$ cat src/rtl/dcache_qspi.sv
// dcache_qspi: moves one cache line at a time between the data cache and a
// quad-SPI PSRAM running in QPI mode. A fill (pull) reads 2*LINE_LENGTH
// nibbles from the device and hands them to the cache on wstrobe_d/dread.
// A writeback (push) takes nibbles from the cache on rstrobe_d/dwrite and
// shifts them out to the device.
//
// Optional build macro DCACHE_QSPI_QPI_ENTER_EN: after reset the block first
// sends the "enter QPI mode" opcode (0x35) in single-bit SPI mode on
// io_out[0], then waits the chip-select gap before accepting requests.
// Without the macro the device is assumed to be in QPI mode already, and the
// block sits in IDLE from the first cycle after reset.

module dcache_qspi #(
  parameter int         LINE_LENGTH = 4,
  parameter int         PA          = 22,
  parameter int         DUMMY       = 7,
  parameter logic [7:0] CMD_READ    = 8'hEB,
  parameter logic [7:0] CMD_WRITE   = 8'h38,
  parameter int         CS_GAP      = 2
) (
  input  logic                              clk,
  input  logic                              reset,
  input  logic                              req_push,
  input  logic                              req_pull,
  input  logic [PA-$clog2(LINE_LENGTH)-1:0] req_tag,
  output logic                              busy,
  output logic                              done,
  output logic [3:0]                        dread,
  output logic                              wstrobe_d,
  input  logic [3:0]                        dwrite,
  output logic                              rstrobe_d,
  output logic                              cs_n,
  output logic                              sclk_en,
  output logic [3:0]                        io_out,
  output logic                              io_oe,
  input  logic [3:0]                        io_in
);

  // Address and burst geometry.
  localparam int OB        = $clog2(LINE_LENGTH);
  localparam int TW        = PA - OB;
  localparam int BURST     = 2 * LINE_LENGTH;
  // A write spends one extra DATA cycle so the last registered nibble is
  // clocked out while cs_n is still low.
  localparam int WR_LEN    = BURST + 1;
  localparam int DUMMY_CYC = DUMMY - 1;
  localparam int INIT_LEN  = 8 + CS_GAP;

  // The shared phase counter is sized for the longest phase.
  localparam int MAX_A  = (WR_LEN > DUMMY_CYC) ? WR_LEN : DUMMY_CYC;
  localparam int MAX_B  = (INIT_LEN > CS_GAP) ? INIT_LEN : CS_GAP;
  localparam int MAX_PH = (MAX_A > MAX_B) ? MAX_A : MAX_B;
  localparam int CW     = $clog2(MAX_PH);

  // Last counter value of each phase.
  localparam logic [CW-1:0] CMD_LAST   = CW'(1);
  localparam logic [CW-1:0] ADDR_LAST  = CW'(5);
  localparam logic [CW-1:0] DUMMY_LAST = CW'(DUMMY_CYC - 1);
  localparam logic [CW-1:0] WR_LAST    = CW'(BURST);
  localparam logic [CW-1:0] RD_LAST    = CW'(BURST - 1);
  localparam logic [CW-1:0] GAP_LAST   = CW'(CS_GAP - 1);

  // FSM encoding.
  localparam logic [2:0] S_IDLE  = 3'd0;
  localparam logic [2:0] S_CMD   = 3'd1;
  localparam logic [2:0] S_ADDR  = 3'd2;
  localparam logic [2:0] S_DUMMY = 3'd3;
  localparam logic [2:0] S_DATA  = 3'd4;
  localparam logic [2:0] S_GAP   = 3'd5;
`ifdef DCACHE_QSPI_QPI_ENTER_EN
  localparam logic [2:0] S_INIT  = 3'd6;
  localparam logic [2:0] S_RESET = S_INIT;
  // INIT: 8 single-bit opcode cycles with cs_n low, then the cs_n gap.
  localparam logic [CW-1:0] INIT_SPI_END = CW'(8);
  localparam logic [CW-1:0] INIT_LAST    = CW'(INIT_LEN - 1);
  localparam logic [7:0]    CMD_QPI_ON   = 8'h35;
`else
  localparam logic [2:0] S_RESET = S_IDLE;
`endif

  logic [2:0]    state_q, state_d;
  logic [CW-1:0] cnt_q, cnt_d;
  logic          kind_w_q, kind_w_d;   // 1: writeback (push), 0: fill (pull)
  logic [TW-1:0] tag_q, tag_d;
  logic [3:0]    wdata_q;              // writeback nibble, one cycle behind its strobe
  logic [3:0]    dread_q;              // io_in input register

  logic [7:0]    opcode;
  logic [23:0]   addr_w;
  logic [23:0]   addr_sh;

  // Opcode and byte address for the current line, address sent MS nibble first.
  assign opcode  = kind_w_q ? CMD_WRITE : CMD_READ;
  assign addr_w  = 24'({tag_q, {OB{1'b0}}});
  assign addr_sh = addr_w << {cnt_q, 2'b00};

`ifdef DCACHE_QSPI_QPI_ENTER_EN
  logic [7:0] qpi_sh;
  assign qpi_sh = CMD_QPI_ON << cnt_q[2:0];
`endif

  // Next-state logic: phase sequencing and request capture in IDLE.
  always_comb begin
    state_d  = state_q;
    cnt_d    = cnt_q + CW'(1);
    kind_w_d = kind_w_q;
    tag_d    = tag_q;
    case (state_q)
      S_IDLE: begin
        cnt_d = '0;
        // Push wins over pull when both are requested.
        if (req_push) begin
          kind_w_d = 1'b1;
          tag_d    = req_tag;
          state_d  = S_CMD;
        end else if (req_pull) begin
          kind_w_d = 1'b0;
          tag_d    = req_tag;
          state_d  = S_CMD;
        end
      end
      S_CMD: begin
        if (cnt_q == CMD_LAST) begin
          cnt_d   = '0;
          state_d = S_ADDR;
        end
      end
      S_ADDR: begin
        if (cnt_q == ADDR_LAST) begin
          cnt_d   = '0;
          state_d = (kind_w_q || (DUMMY_CYC == 0)) ? S_DATA : S_DUMMY;
        end
      end
      S_DUMMY: begin
        if (cnt_q == DUMMY_LAST) begin
          cnt_d   = '0;
          state_d = S_DATA;
        end
      end
      S_DATA: begin
        // The data counter only wraps by leaving DATA.
        if ((kind_w_q && (cnt_q == WR_LAST)) || (!kind_w_q && (cnt_q == RD_LAST))) begin
          cnt_d   = '0;
          state_d = S_GAP;
        end
      end
      S_GAP: begin
        if (cnt_q == GAP_LAST) begin
          cnt_d   = '0;
          state_d = S_IDLE;
        end
      end
`ifdef DCACHE_QSPI_QPI_ENTER_EN
      S_INIT: begin
        if (cnt_q == INIT_LAST) begin
          cnt_d   = '0;
          state_d = S_IDLE;
        end
      end
`endif
      default: begin
        cnt_d   = '0;
        state_d = S_IDLE;
      end
    endcase
  end

  // State, counter and request registers.
  always_ff @(posedge clk) begin
    if (reset) begin
      state_q  <= S_RESET;
      cnt_q    <= '0;
      kind_w_q <= 1'b0;
      tag_q    <= '0;
    end else begin
      state_q  <= state_d;
      cnt_q    <= cnt_d;
      kind_w_q <= kind_w_d;
      tag_q    <= tag_d;
    end
  end

  // Data registers: writeback nibble captured on its strobe, io_in sampled every cycle.
  always_ff @(posedge clk) begin
    if (reset) begin
      wdata_q <= 4'h0;
      dread_q <= 4'h0;
    end else begin
      if (rstrobe_d) begin
        wdata_q <= dwrite;
      end
      dread_q <= io_in;
    end
  end

  // Pin and strobe decode from the current phase.
  always_comb begin
    cs_n      = 1'b1;
    sclk_en   = 1'b0;
    io_oe     = 1'b0;
    io_out    = 4'h0;
    wstrobe_d = 1'b0;
    rstrobe_d = 1'b0;
    done      = 1'b0;
    case (state_q)
      S_CMD: begin
        cs_n    = 1'b0;
        sclk_en = 1'b1;
        io_oe   = 1'b1;
        io_out  = (cnt_q == '0) ? opcode[7:4] : opcode[3:0];
      end
      S_ADDR: begin
        cs_n    = 1'b0;
        sclk_en = 1'b1;
        io_oe   = 1'b1;
        io_out  = addr_sh[23:20];
      end
      S_DUMMY: begin
        cs_n    = 1'b0;
        sclk_en = 1'b1;
      end
      S_DATA: begin
        cs_n = 1'b0;
        if (kind_w_q) begin
          // No device clock on the first cycle: wdata_q holds nothing new yet.
          io_oe     = 1'b1;
          io_out    = wdata_q;
          rstrobe_d = (cnt_q < WR_LAST);
          sclk_en   = (cnt_q != '0);
        end else begin
          // The final nibble is already in the input register, so stop SCLK.
          wstrobe_d = 1'b1;
          sclk_en   = (cnt_q != RD_LAST);
        end
      end
      S_GAP: begin
        done = (cnt_q == GAP_LAST);
      end
`ifdef DCACHE_QSPI_QPI_ENTER_EN
      S_INIT: begin
        if (cnt_q < INIT_SPI_END) begin
          cs_n    = 1'b0;
          sclk_en = 1'b1;
          io_oe   = 1'b1;
          io_out  = {3'b000, qpi_sh[7]};
        end
      end
`endif
      default: begin
        cs_n = 1'b1;
      end
    endcase
  end

  assign busy  = (state_q != S_IDLE);
  assign dread = dread_q;

endmodule

$ cat config.mk
export PLATFORM = sky130hd
export DESIGN_NAME = dcache_qspi
export DESIGN_NICKNAME = d
export VERILOG_FILES = /design/src/rtl/dcache_qspi.sv
export SDC_FILE = /design/constraint.sdc
export NUM_CORES = 1
export LEC_CHECK = 0
export ABC_AREA = 1
export ABC_CLOCK_PERIOD_IN_PS = 4900
export CAP_MARGIN = 20
export CORE_AREA = 2 2 74 76
export DETAILED_ROUTE_END_ITERATION = 10
export DIE_AREA = 0 0 76 78
export PLACE_DENSITY_LB_ADDON = 0.2
export SLEW_MARGIN = 40
export SYNTH_ARGS = -nofsm -noshare
export SYNTH_HDL_FRONTEND = slang
export SYNTH_SLANG_ARGS = --single-unit
$ cat constraint.sdc
create_clock -name clk -period 4.9 [get_ports clk]
set_clock_uncertainty 0.2 [all_clocks]
set_input_delay 0.98 -clock clk [delete_from_list [all_inputs] [get_ports clk]]
set_output_delay 0.98 -clock clk [all_outputs]
set_load 0.02 [all_outputs]
==> results.cfg <==
[final_layout]
antennaDiodeCount = 0
fin_area_sq_um = 2430
fillers = 542
flow.area_growth_from_synthesis_pct = 32.0
final_cell_mix = 60 x nor2_1, 46 x clkdlybuf4s50_1, 45 x nand2_1
layout-drive-gt1-share_pct = 6.58
final_common_cell = nor2_1
fin_nets = 356

[yosys]
synth_edf_count = 0
ys_seq_area_share_pct = 39.2
synth_top_area_share_pct = 39.2
avgSynthCellArea_sq_um = 6.72
syn_area_sq_um = 1840
yosys_warnings = 0
yosysTopAreaCell = dfxtp_1
ys_ff_latch = 36
synthArstFlopShare_pct = 0
ys.flop_type = dfxtp_1
synthCells = 274
synthTopCellsByArea = dfxtp_1 39%, nor2_1 12%, o21ai_0 11%
yosysUniqueCellTypes = 26
syn_nets = 312

[global_routing]
grt_usage_pct = 15.4
grt_pass1_vias = 1725
grt_overflow = 0
grt_pass1_wl_microns = 7490
antenna_found_initial = 0
grt_max_degree = 30

[floorplan]
ios = 47
die_w_microns = 76
die_h_microns = 78
core_area_sq_um = 5040
dieArea_sq_um = 5930
start_util_pct = 36.5
rows = 26

[sta]
timing.hold.ws_ns = 0.262
final-hold-violation-count = 0
max_freq_mhz = 254
setup_viol = 0
grt_setup_unrepaired = no
max_slew_margin_pct = 53.6
period_share_pct = 80.5
timing.final.crit_period_ns = 3.94
tns_ns = 0
worst_pin_slew_ns = 0.695
slew_violations = 0

[clocking]
cts_resized = 0
htreeDepth = 2
cts_buffer_depth = 2
cts_root_buf = clkbuf_8
cts-buffers-inserted = 5
hold_buffers = 0
cts_tree = yes
clkSlewWorstSetupHoldPaths_ns = 0.07
cts_setup_buffers = 0
cts_sinks = 36
clk_latency_ns = 0.28

[power]
total_power_uw = 1270
power.density_nw_per_um2 = 525
p_leak_uw = 0.00110
max-vdd-ir-drop_mv = 0.215

[detailed_routing]
initialDrtViolationCount = 57
wl_per_cell_microns = 10.7
vias = 1745
drcViolationCount = 0
ant_nets = 0
drt-total-wl_microns = 4150
dr.pass1.iters = 4
post_drt_via_cell_ratio = 4.49

[placed_design]
routabilityCongestion = 0.881
place.port_buffers = 46
dp_hpwl_microns = 3100
place_area_sq_um = 2330

[flow_run]
cap_violations = 0

[worst_hold_path]
min_from = tag_q[2]
hold_class = flop to flop

[worst_setup_path]
cp-startpoint = cnt_q[0]
worstSetupPathType = flop to output port
crit_fanout = 15
worst_ep_required_time_ns = 3.72
cp-start-kind = flop
arrival_ns = 2.76
setup.worst_path.end_class = output port
worstReg2RegStart = cnt_q[0]

[status]
outcome = finished clean
==> sequential cells by signal, indices dropped and copies added (netlist names) <==
| register | flops |
|---|---|
| kind_w_q | 1 |
| cnt_q | 4 |
| wdata_q | 4 |
| state_q | 3 |
| tag_q | 20 |
| dread | 4 |
==> critical path: stages (launching register included) <==
cell             delay (ns)
dfxtp_1                0.60
clkinv_1               0.34
ha_1                   0.30
inv_1                  0.05
nor2_1                 0.07
ha_1                   0.27
nand3_1                0.07
nand2_1                0.08
inv_1                  0.04
nand2_1                0.05
clkdlybuf4s50_1        0.59
==> cell families after synthesis <==
group	Yosys count	share of synthesized area (%)
flip-flops	36	39.2
AO/OA/AOI/OAI	55	15.6
adder cells (fa/ha/maj)	6	4.08
buffers and inverters	47	10.7
XOR/XNOR	2	0.952
AND/OR/NAND/NOR	128	29.6
==> layer usage <==
metal	GRT usage, %	vias to the layer above	wire length, microns
met2	25.3	45	1840
met3	4.88	4	232
met1	19.4	746	2040
li1	-	950	-
met4	4.55	0	42
met5	0	-	0
==> power breakdown <==
| part | switching, uW | leakage, uW | internal [uW] | total (uW) |
|---|---|---|---|---|
| clock network | 100 | 0.0000445 | 114 | 214 |
| registers | 58.9 | 0.000297 | 376 | 435 |
| logic | 381 | 0.000758 | 244 | 625 |
| total | 540 | 0.00110 | 734 | 1270 |
==> worst paths after layout <==
path         depth (start not counted)  slack [ns]    endpoint
min                                  2        0.26    tag_q[2]
min reg2reg                          2        0.26    tag_q[2]
max reg2reg                         10        2.71  state_q[2]
max                                 10        0.96   io_out[0]
==> Yosys cell counts (2+ instances only) <==
cell,number
ha_1,6
buf_2,4
nand2_1,45
nor2_4,4
nor2_1,60
buf_6,2
nand4_1,2
a21oi_1,10
o21ai_0,40
inv_1,31
inv_2,6
nand3_1,12
dfxtp_1,36
clkbuf_1,3
nand2_2,2
==> area by class of cell <==
| class | instances | area, sq um | area share (%) |
|---|---|---|---|
| timing repair buffer | 46 | 460 | 19.0 |
| tap | 70 | 87.6 | 3.61 |
| clock buffer | 7 | 86.3 | 3.55 |
| multi-input combinational | 191 | 923 | 38.0 |
| sequential | 36 | 721 | 29.7 |
| clock inverter | 1 | 7.51 | 0.309 |
| inverter | 38 | 143 | 5.87 |
==> per-stage QoR <==
step / std cells / setup WS (ns) / utilization (%)
global placement: 381 / 1.36 / 46.3
floorplan: 274 / 2.16 / -
CTS: 389 / 0.954 / 48.2
global route: 389 / 0.710 / 48.2
finish: 389 / 0.956 / 48.2
detailed placement: 381 / 1.27 / 46.3
Note: power is estimated with default switching activity, not from simulation.
==> edit 1 (same flow settings) <==
Build with the macro `DCACHE_QSPI_QPI_ENTER_EN` defined.
--- a/src/rtl/dcache_qspi.sv
+++ b/src/rtl/dcache_qspi.sv
@@ -9,6 +9,8 @@
 // io_out[0], then waits the chip-select gap before accepting requests.
 // Without the macro the device is assumed to be in QPI mode already, and the
 // block sits in IDLE from the first cycle after reset.
+
+`define DCACHE_QSPI_QPI_ENTER_EN
 
 module dcache_qspi #(
   parameter int         LINE_LENGTH = 4,
Formal check against the unedited RTL: not equivalent (a bounded check fails within 4 cycles, from zero or initial values and one cycle with reset high).
==> edit 1 against the original RTL <==
Setup slack improved by 210 ps. Non-clock buffer count unchanged. Area after synthesis rose by 4.5%. Cell area rose by 2.3%. Clock power fell by 5%. Critical endpoint unchanged. Power down 12%. Sequential power decreased by 8.3%. Wire length is 1.3% higher. Sequential cell count unchanged.
==> edit 1: results (changes against the original RTL) <==
Synthesis
  • Post-Synth XOR/XNOR Area: 0.4554% (-0.50 points)
  • Syn_nets: 318 (+1.9%)
  • Syn Area/Cell: 6.819 sq um (+1.5%)
  • Synth cell types: 26 (unchanged)
  • Synth top area cells: dfxtp_1 (37%), nand2_1 (11%), nor2_1 (8.6%), o21ai_0 (7.8%), inv_1 (7.0%)
  • Register area share after synthesis: 37.48% (-1.7 points)
  • Synth cell count leaders: nand2_1 (54), nor2_1 (44), dfxtp_1 (36), inv_1 (36), o21ai_0 (30)
  • Synthesis warning total: 0 (unchanged)
  • Compound-Gate Fraction of Synth Area: 16.01% (+0.44 points)
  • Adder-Cell Fraction of Synth Area: 2.602% (-1.5 points)

Cells and area
  • Reg with most FFs: tag_q
  • Finished Layout Cells: 396 (+1.8%)
  • Share of cells above drive strength 1: 7.055% (+0.47 points)
  • Antenna diode count: 0 (unchanged)
  • Largest register FFs: 20 (unchanged)
  • Final nets: 361 (+1.4%)

CTS
  • Clock latency on the worst-skew pair: 280 ps (about the same)
  • Post-CTS sizing: 0 (unchanged)
  • H-tree Lvls: 2 (unchanged)
  • Reg clk slew, reported paths: 70 ps (about the same)

Global route
  • Total track usage: 14.92% (-0.47 points)
  • First-pass GRT wire length: 7.286 mm (-2.8%)
  • Number of global-route vias before repair: 1661 (-3.7%)
  • Largest net degree at the start of global routing: 34 (+13%)

Placement
  • Dpl cells: 388 (+1.8%)
  • Detail Placement HPWL: 3.177 mm (+2.3%)
  • Place WS: 1481 ps (+215.9 ps)
  • I/O Buffers: 46 (unchanged)
  • Routability Congestion: 0.8434 (-4.3%)

STA
  • Slew Limit Headroom: 50.47% (-3.1 points)
  • PnR worst setup slack: 1168 ps (+212.2 ps)

Worst setup path
  • Critical Path Source Type: flop
  • R2R Setup Slk: 2760 ps (+50 ps)
  • Slowest CP cell: dfxtp_1
  • Worst R2R Start: cnt_q[0]$_SDFF_PP0_
  • Largest delay share family, worst path: buffers and inverters
  • Worst path arrival time: 2550 ps (-210 ps)
  • Crit-path max FO: 21 (+6)
  • Reg-to-reg endpoint: state_q[0]$_SDFFE_PP0P_
  • Crit path largest cell delay: 700 ps (+100 ps)

Drt
  • Vias/cell: 4.631 (+3.2%)
  • Routed WL per cell: 10.61 um (-0.49%)
  • First drt pass iteration count: 4 (unchanged)
  • Drt initial violations: 100 (+75%)

Run status
  • Status: finished clean

Power
  • Peak supply drop: 0.1946 mV (-9.6%)
  • Static leakage: 0.001069 uW (-2.8%)
-- edit 1: cell types whose count changed after synthesis, sizes merged, moves of 6 or more --
cell,before,now
nand3,12,18
o21ai,41,33
o211ai,1,7
nand2,47,56
a21oi,10,18
nor2,65,51
-- edit 1: worst register-to-register path, cell delays in order (launching register included) --
cell and delay, ps:
dfxtp_1 700, inv_1 180, ha_1 270, nand2_1 70
inv_1 50, nand2_1 60, nand3_1 200, nand3_2 170
nand2_1 60, inv_1 50, nor2_1 40
-- edit 1: kinds of logic after synthesis --
family | after synthesis
AOI/OAI and AO/OA | 58
xor gates and xnor gates | 1
adders and majority gates | 4
buffers and inverters | 52
DFF | 36
and+or+nand+nor | 131
-- edit 1: worst min-delay path by stage --
stage                                      start                endpoint  slack (ps)  depth (start not counted)
after floorplan           tag_q[13]$_SDFFE_PP0P_  tag_q[13]$_SDFFE_PP0P_         220                          2
after global placement    tag_q[13]$_SDFFE_PP0P_  tag_q[13]$_SDFFE_PP0P_         240                          2
after detailed placement  tag_q[13]$_SDFFE_PP0P_  tag_q[13]$_SDFFE_PP0P_         240                          2
after CTS                 tag_q[13]$_SDFFE_PP0P_  tag_q[13]$_SDFFE_PP0P_         250                          2
after global routing      tag_q[13]$_SDFFE_PP0P_  tag_q[13]$_SDFFE_PP0P_         260                          2
final                     tag_q[13]$_SDFFE_PP0P_  tag_q[13]$_SDFFE_PP0P_         250                          2
-- edit 1: metrics by stage --
step                      area [sq um]  power, uW
after floorplan                   1923      774.0
after global placement            2400      920.9
after detailed placement          2400      924.8
after CTS                         2485       1135
after global routing              2485       1219
final                             2485       1125
-- edit 1: power breakdown --
| part | internal [uW] | switching, uW | total (uW) |
|---|---|---|---|
| Combinational | 210 | 312 | 522 |
| Sequential | 338 | 61.1 | 399 |
| Clock | 102 | 103 | 204 |
-- edit 1: layer usage --
metal	track usage [%]	share of wire (%)	vias to the layer above
li1	-	-	985
met4	3.818	0.81	0
met2	23.66	44	50
met1	20.56	50	794
met5	0	0	-
met3	3.372	5.2	5
-- edit 1: layout make-up --
cell class	count	area, sq um
sequential	36	720.7
inverter	42	161.4
clock inverter	1	8.758
tap	70	87.58
multi-input combinational	194	969.7
clock buffer	7	76.32
fill	533	2557
timing repair buffer	46	460.4
==> edit 2 (same settings) <==
Made on the original files. The output `dread` loses its register stage (`dread_q` becomes a continuous assignment).
--- a/src/rtl/dcache_qspi.sv
+++ b/src/rtl/dcache_qspi.sv
@@ -184,14 +184,14 @@
   always_ff @(posedge clk) begin
     if (reset) begin
       wdata_q <= 4'h0;
-      dread_q <= 4'h0;
     end else begin
       if (rstrobe_d) begin
         wdata_q <= dwrite;
       end
-      dread_q <= io_in;
     end
   end
+
+  assign dread_q = io_in;
 
   // Pin and strobe decode from the current phase.
   always_comb begin
Formal check against the unedited RTL: not equivalent (Yosys sat finds a counterexample within 4 cycles, from zero or initial values and one cycle with reset high).
==> edit 2 against the original RTL <==
First-iteration DRC count grew 40%. Largest cell class unchanged. Cell area shrank 5.5%. Power is 2.9% lower. Area after synthesis fell by 1.6%. Sequential share of layout area shrank 1.8 points. Sequential cell count is 4 lower. Wire length grew 1.8%. Setup slack worse by 2.2 ps.
==> edit 2: results (changes against the original RTL) <==
Placement
  • Placed Area: 0.002188 sq mm (-6.3%)
  • I/O Buffers: 38 (-17%)
  • Detail Placement HPWL: 3.087 mm (-0.54%)

Synthesis
  • Number of synthesized register bits: 32 (-11%)
  • Synth cell types: 32 (+23%)
  • Post-synth top area share: 35.36% (-3.8 points)
  • Synth cell count leaders: nor2_1 (56), o21ai_0 (41), nand2_1 (40)

Cells and area
  • Filler cell count: 543 (+0.18%)
  • Non-clk buf share: 16.57% (-2.4 points)
  • # clk buffers: 6 (-1)
  • Seq. cell area: 640.6 sq um (-11%)
  • #MultiIn Comb: 187 (-2.1%)
  • Share of cells above drive strength 1: 8.418% (+1.8 points)
  • Number of non-clock inverters: 32 (-16%)
  • Multi-input logic area: 957.2 sq um (+3.7%)
  • Clock network area share: 4.687% (+0.82 points)

Hold path
  • Hold Path Sink: tag_q[4]$_SDFFE_PP0P_

Worst setup path
  • Worst path arrival time: 2770 ps (about the same)
  • FF-to-FF path depth: 9 (-1)

Global route
  • First-pass GRT wire length: 7.424 mm (-0.92%)
  • Met3 usage: 3.953% (-0.93 points)
  • M1 GR Usage: 19.77% (+0.33 points)
  • Number of global-route vias before repair: 1649 (-4.4%)
  • Total track usage: 15.52% (+0.13 points)

Drt
  • Met1 wire length: 2.090 mm (+2.6%)
  • Met2 Wirelength: 1.920 mm (+4.6%)
  • Drt initial violations: 80 (+40%)
  • Post-Route WL: 4.222 mm (+1.8%)
  • WL met3: 177 um (-24%)
  • Vias: 1673 (-4.1%)

Power
  • Static leakage: 0.001020 uW (-7.3%)

STA
  • Worst Max-Slew Pin Slew: 721.2 ps (+25.94 ps)
  • Min Hold Slack: 252.2 ps (-9.624 ps)

Run status
  • Status: finished clean
edit 2: cell types whose count changed in the layout (fill, tap and decap cells not counted), moves of 3 or more:
cell / unedited run / this run
nor2_1: 60 / 56
inv_1: 31 / 25
nand2_1: 45 / 40
nand3_1: 12 / 15
clkdlybuf4s50_1: 46 / 38
dfxtp_1: 36 / 32
edit 2: worst min-delay path, stage by stage (launching register included):
cell,delay [ps]
dfxtp_1,300
inv_1,60
a21oi_1,50
edit 2: kinds of logic after synthesis:
logic type,count (synthesis),synth area share [%]
AOI/OAI and AO/OA,56,16.58
and+or+nand+nor,123,31.15
DFF,32,35.36
buffers and inverters,46,11.81
adders and majority gates,6,4.144
xor gates and xnor gates,2,0.9670
edit 2: how the worst max path moves through the flow:
stage / endpoint / depth (start not counted) / start
2_1_floorplan: io_out[1] / 10 / cnt_q[1]$_SDFF_PP0_
3_5_place_dp: io_out[0] / 10 / cnt_q[0]$_SDFF_PP0_
4_1_cts: io_out[0] / 10 / cnt_q[0]$_SDFF_PP0_
5_1_grt: io_out[0] / 10 / cnt_q[0]$_SDFF_PP0_
3_3_place_gp: io_out[0] / 10 / cnt_q[0]$_SDFF_PP0_
6_report: io_out[0] / 10 / cnt_q[0]$_SDFF_PP0_
edit 2: metrics by stage:
step | instances | utilization, % | setup WS (ps) | power [uW]
2_1_floorplan | 265 | - | 2190 | 824.2
5_1_grt | 367 | 45.53 | 731.2 | 1343
3_5_place_dp | 359 | 43.40 | 1260 | 991.9
4_1_cts | 367 | 45.53 | 932.0 | 1248
6_report | 367 | 45.53 | 954.0 | 1237
3_3_place_gp | 359 | 43.40 | 1360 | 985.4
edit 2: power by group:
part	internal [uW]	switching [uW]	leakage [uW]
Sequential	344	64.9	0.000264
Combinational	223	350	0.000701
Clock	151	104	0.0000552
Total	717	519	0.00102
